$ cat src/rtl/stopwatch_ctrl.sv
// Stopwatch control: 1 kHz count-enable prescaler, button synchronise/debounce,
// and the IDLE/RUN/LAP/STOP state machine that drives clear and lap_freeze.
module stopwatch_ctrl #(
  parameter int CLK_HZ   = 50_000_000,
  parameter int TICK_HZ  = 1000,
  parameter int DB_TICKS = 20
) (
  input  logic       clk,
  input  logic       reset,
  input  logic       btn_start_stop,
  input  logic       btn_lap_reset,
  output logic       ms_tick,
  output logic       count_en,
  output logic       clear,
  output logic       lap_freeze,
  output logic [1:0] state
);

  localparam int DIV = CLK_HZ / TICK_HZ;
  localparam int PW  = (DIV > 1) ? $clog2(DIV) : 1;
  localparam int DW  = (DB_TICKS > 0) ? $clog2(DB_TICKS + 1) : 1;
  localparam logic [PW-1:0] PMAX = PW'(DIV - 1);
  localparam logic [DW-1:0] DMAX = DW'(DB_TICKS);

  typedef enum logic [1:0] {
    IDLE = 2'd0,
    RUN  = 2'd1,
    LAP  = 2'd2,
    STOP = 2'd3
  } state_t;

  state_t          r_state, w_state_nxt;
  logic            r_freeze, w_freeze_nxt;
  logic            r_clear, w_clear_nxt;
  logic            w_presc_zero;
  logic [PW-1:0]   r_presc;
  logic            w_tick;

  // Bit 0 = start/stop, bit 1 = lap/reset.
  logic [1:0]      w_raw;
  logic [1:0]      r_meta, r_sync, r_stable, r_stable_d, r_ev;
  logic [DW-1:0]   r_dbc [2];
  logic            w_ss, w_lr;

  assign w_raw  = {btn_lap_reset, btn_start_stop};
  assign w_tick = (r_presc == PMAX);
  assign w_ss   = r_ev[0];
  assign w_lr   = r_ev[1];

  always_ff @(posedge clk or negedge reset) begin
    if (!reset) begin
      r_presc <= '0;
    end else if (w_presc_zero) begin
      r_presc <= '0;
    end else if (r_presc == PMAX) begin
      r_presc <= '0;
    end else begin
      r_presc <= r_presc + PW'(1);
    end
  end

  // A level is accepted only after it differs from stable for DB_TICKS ticks;
  // any return to the stable level restarts the count.
  always_ff @(posedge clk or negedge reset) begin
    if (!reset) begin
      r_meta     <= '0;
      r_sync     <= '0;
      r_stable   <= '0;
      r_stable_d <= '0;
      r_ev       <= '0;
      for (int unsigned i = 0; i < 2; i++) begin
        r_dbc[i] <= '0;
      end
    end else begin
      r_meta     <= w_raw;
      r_sync     <= r_meta;
      r_stable_d <= r_stable;
      r_ev       <= r_stable & ~r_stable_d;
      for (int unsigned i = 0; i < 2; i++) begin
        if (r_sync[i] == r_stable[i]) begin
          r_dbc[i] <= '0;
        end else if (r_dbc[i] == DMAX) begin
          r_stable[i] <= r_sync[i];
          r_dbc[i]    <= '0;
        end else if (w_tick) begin
          r_dbc[i] <= r_dbc[i] + DW'(1);
        end
      end
    end
  end

  always_ff @(posedge clk or negedge reset) begin
    if (!reset) begin
      r_state  <= IDLE;
      r_freeze <= 1'b0;
      r_clear  <= 1'b0;
    end else begin
      r_state  <= w_state_nxt;
      r_freeze <= w_freeze_nxt;
      r_clear  <= w_clear_nxt;
    end
  end

  // Start/stop has priority: a simultaneous lap/reset event is dropped.
  always_comb begin
    w_state_nxt  = r_state;
    w_freeze_nxt = r_freeze;
    w_clear_nxt  = 1'b0;
    w_presc_zero = 1'b0;
    case (r_state)
      IDLE: begin
        if (w_ss) begin
          w_state_nxt  = RUN;
          w_presc_zero = 1'b1;
        end
      end
      RUN: begin
        if (w_ss) begin
          w_state_nxt = STOP;
        end else if (w_lr) begin
          w_state_nxt  = LAP;
          w_freeze_nxt = 1'b1;
        end
      end
      LAP: begin
        if (w_ss) begin
          w_state_nxt  = STOP;
          w_freeze_nxt = 1'b0;
        end else if (w_lr) begin
          w_state_nxt  = RUN;
          w_freeze_nxt = 1'b0;
        end
      end
      STOP: begin
        if (w_ss) begin
          w_state_nxt = RUN;
        end else if (w_lr) begin
          w_state_nxt  = IDLE;
          w_clear_nxt  = 1'b1;
          w_presc_zero = 1'b1;
        end
      end
      default: w_state_nxt = IDLE;
    endcase
  end

  assign ms_tick    = w_tick;
  assign count_en   = w_tick & ((r_state == RUN) | (r_state == LAP));
  assign clear      = r_clear;
  assign lap_freeze = r_freeze;
  assign state      = r_state;

endmodule

$ cat config.mk
export PLATFORM = sky130hd
export DESIGN_NAME = stopwatch_ctrl
export DESIGN_NICKNAME = d
export VERILOG_FILES = /design/src/rtl/stopwatch_ctrl.sv
export SDC_FILE = /design/constraint.sdc
export NUM_CORES = 1
export LEC_CHECK = 0
export ABC_AREA = 1
export CAP_MARGIN = 20
export CORE_MARGIN = 2
export CORE_UTILIZATION = 35
export CTS_CLUSTER_DIAMETER = 80
export CTS_CLUSTER_SIZE = 40
export DETAILED_ROUTE_END_ITERATION = 16
export PLACE_DENSITY = 0.55
export SLEW_MARGIN = 30
export SYNTH_ARGS = -nofsm -noshare
export SYNTH_HDL_FRONTEND = slang
export SYNTH_SLANG_ARGS = --single-unit
$ cat constraint.sdc
create_clock -name clk -period 2.7 [get_ports clk]
set_clock_uncertainty 0.05 [all_clocks]
set_input_delay 0.27 -clock clk [delete_from_list [all_inputs] [get_ports clk]]
set_output_delay 0.27 -clock clk [all_outputs]
set_load 0.05 [all_outputs]
==> impl_metrics.csv <==
group,metric,value,unit
status,outcome,"completed",
power_and_ir_drop,total_leakage_power,1.21,nW
route,drc,0,
synth,mapped_nets,287,
layout,antenna-diode-count,0,
synth,ys_async_sr_fraction,100,%
power_and_ir_drop,p_sw_share,22.7,%
placement,io_buffers,9,
timing,hold_viol,0,
synth,synth.ff_latch_count,40,
route,wl_per_cell,11.6,um
setup_path,critical_path_required,2380,ps
synth,yosys.cell_types.count,29,
route,total_detailed_routing_wirelength,4.23,mm
timing,finalSetupTns,0,ps
clock_tree,tritoncts,"built",
hold_path,worstHoldPathCells,0,
floorplanning,die_w,83.0,um
floorplanning,fp.dieArea,6890,sq um
placement,place.detailed.hpwl,3.06,mm
setup_path,timing.reg2reg.worst_path_depth,7,
grt,grt_remaining_overflow,0,
power_and_ir_drop,vdd.ir_drop.worst,0.000226,V
setup_path,crit_path_end_kind,"output port",
setup_path,timing.critical_path.fanout_max,6,
power_and_ir_drop,sequentialPowerShare,58.8,%
floorplanning,die_h,83.0,um
setup_path,critical_path_top_delay_cell,"dlymetal6s2s_1",
layout,utilization,40.8,%
floorplanning,start_util,36.5,%
synth,synth.yosys.warnings,0,
synth,most_repeated_cell_in_the_gate_level_netlist_after_synthesis,"nand2_1",
synth,synthTopCellsByCount,"nand2_1 (50), nor2_1 (46), dfrtp_1 (40), inv_1 (34), nand3_1 (29)",
synth,yosys_most_used_dff,"dfrtp_1",
clock_tree,clkTransAtPathRegs,80,ps
power_and_ir_drop,comb_power_share,3.8,%
floorplanning,num_io_pins,10,
setup_path,worst-setup-path-type,"flip-flop to output port",
synth,synth.cell_area,2180,sq um
route,drt-vias-per-instance,4.71,
grt,grt_start_max_net_pins,41,
timing,setup_viol,0,
setup_path,reg_to_reg_end,"state[1]$_DFFE_PN0P_",
clock_tree,clk_latency,290,ps
synth,yosysTopAreaCellShare,45.8,%
clock_tree,clock_path_buffers,2,
run,max-cap-violations,0,
synth,post-synth-top-area-cell,"dfrtp_1",
grt,antenna_found_initial,0,
timing,final_period_minus_worst_setup_slack,2240,ps
setup_path,crit_path_start_kind,"flip-flop",
setup_path,ff2ff_setup_slack,970,ps
power_and_ir_drop,ratio_of_total_power_to_cell_area,425,nW/um^2
clock_tree,clock_tree.root_cell,"clkbuf_8",
hold_path,hold_path_class,"flip-flop to flip-flop",
clock_tree,cts-buffers-inserted,5,
layout,areaGrowthSynthToFinish,11.9,%
synth,synth.top_cells.by_area,"dfrtp_1 (46%), nand2_1 (8.6%), nor2_1 (7.9%)",
power_and_ir_drop,share_clk_of_total_power,37.4,%
layout,fraction_of_layout_cells_with_a_size_suffix_above_1,9.69,%
floorplanning,core.rowCount,28,
setup_path,critical_path.max_stage_delay,410,ps
floorplanning,coreArea,5990,sq um
route,first_iter_violations,74,
power_and_ir_drop,power.switching,236,uW
clock_tree,post_cts.repair.setup_buffers,0,
grt,global_route_wire_length_before_repair,7.62,mm
timing,grt_setup_unrepaired,"false",
placement,gp_congestion,0.820,
hold_path,min_delay_worst_endpoint,"r_sync[0]$_DFF_PN0_",
layout,fill_cell_total_of_the_finished_layout,641,
timing,max_clock_freq,446,MHz
setup_path,crit-reg2reg-launch,"state[0]$_DFFE_PN0P_",
setup_path,arrival,1920,ps
timing,tightestPinTransition,503,ps
synth,number_of_enable_flip_flop_cells_after_synthesis,0,
clock_tree,cts_num_sinks,40,
hold_path,worst_hold_startpoint,"r_meta[0]$_DFF_PN0_",
clock_tree,htreeDepth,2,
grt,number_of_global_route_vias_before_repair,1667,
layout,final_net_count,302,
route,drt-pass1-iter-count,4,
timing,final-max-slew-violation-count,0,
synth,syn-mean-instance-area,8.00,sq um
power_and_ir_drop,cellInternalPower,804,uW
timing,final.period_utilization,83.0,%
setup_path,cp_cell_sequence,"ha_1 > nand3_2 > nor2_2 > nand2_2 > inv_2 > dlymetal6s2s_1",
setup_path,timing.critical_path.max_delay_family,"simple AND/OR/NAND/NOR gates",
timing,slew_margin_rel,66.4,%
setup_path,critical_path.n_buffers_inverters,2,
route,via_count,1716,
synth,seq_area_frac_synth,45.8,%
grt,gr-usage-all-layers,13.5,%
synth,netlist_instances,273,
route,detail-route-antenna-nets,0,
layout by cell type, fill, tap and decap left out, types with 2 or more instances in the layout:
| cell type | count |
|---|---|
| a21oi_1 | 5 |
| a31oi_1 | 2 |
| buf_4 | 2 |
| clkbuf_1 | 2 |
| clkbuf_8 | 5 |
| clkdlybuf4s50_1 | 6 |
| clkinv_4 | 2 |
| dfrtp_1 | 40 |
| ha_1 | 10 |
| inv_1 | 34 |
| inv_2 | 2 |
| nand2_1 | 50 |
| nand2_2 | 3 |
| nand3_1 | 29 |
| nand4_1 | 8 |
| nor2_1 | 46 |
| nor2_2 | 10 |
| nor3_1 | 2 |
| nor3b_1 | 2 |
| o21ai_0 | 9 |
| o21ai_1 | 3 |
| xnor2_1 | 3 |
| xor2_1 | 4 |
registers in the layout (all words and copies together) (netlist names):
| signal | flops |
|---|---|
| r_presc | 16 |
| r_dbc | 10 |
| r_ev | 2 |
| r_meta | 2 |
| r_stable | 2 |
| r_stable_d | 2 |
| r_sync | 2 |
| state | 2 |
| clear | 1 |
| lap_freeze | 1 |
metrics by stage:
| stage | hold slack (ps) | cells | total power, mW | setup WS, ps | instance area (sq um) |
|---|---|---|---|---|---|
| 5_1_grt | 314 | 364 | 1.09 | 324 | 2440 |
| 4_1_cts | 91.9 | 363 | 1.06 | 42.7 | 2430 |
| 3_5_place_dp | 287 | 355 | 0.664 | 375 | 2340 |
| 6_report | 301 | 364 | 1.04 | 460 | 2440 |
| 3_3_place_gp | 283 | 355 | 0.664 | 435 | 2340 |
| 2_1_floorplan | -75.6 | 273 | 0.643 | 501 | 2180 |
power groups by stage:
stage,Combinational [mW],Clock (mW),Sequential (mW)
after floorplan,0.0198,0,0.623
after global placement,0.0401,0,0.624
after detailed placement,0.0402,0,0.624
after CTS,0.0404,0.411,0.612
after global routing,0.0471,0.433,0.614
final,0.0397,0.389,0.612
timing repair:
item | CTS | global route
resized for setup | 0 | 1
endpoints found under the setup margin | 0 | 1
hold buffers | 0 | 1
hold endpoints to repair | 0 | 40
per-layer routing:
layer  vias up  GRT usage (%)  part of all wire [%]
met5         -              0                     0
met4         0           4.47                   1.4
met3         4           3.58                   3.0
met2        22           21.3                    44
met1       795           18.2                    52
li1        895              -                     -
cells by family (layout without fill, tap and decap cells):
family,Yosys count,after routing,synth area share (%)
flip-flops,40,40,45.8
AND/OR/NAND/NOR,154,154,32.1
buffers and inverters,39,55,7.33
AO/OA/AOI/OAI,22,22,5.50
adder cells (fa/ha/maj),10,10,5.73
XOR/XNOR,8,8,3.55
layout make-up:
type	count	area, sq um	area share (%)
multi-input cells	194	1020	41.9
inverters	37	144	5.89
clock buffers	7	76.3	3.12
flip-flops and latches	40	1000	40.9
well taps	75	93.8	3.84
clock inverters	1	8.76	0.358
repair buffers	10	97.6	3.99
worst max-delay path by stage:
stage | endpoint | startpoint | cells after the start
finish | ms_tick | r_presc[0]$_DFF_PN0_ | 6
global route | ms_tick | r_presc[0]$_DFF_PN0_ | 6
CTS | ms_tick | r_presc[0]$_DFF_PN0_ | 6
detailed placement | ms_tick | r_presc[0]$_DFF_PN0_ | 6
global placement | ms_tick | r_presc[0]$_DFF_PN0_ | 6
floorplan | count_en | state[0]$_DFFE_PN0P_ | 4
No activity file was read; power rests on OpenSTA's default activity.
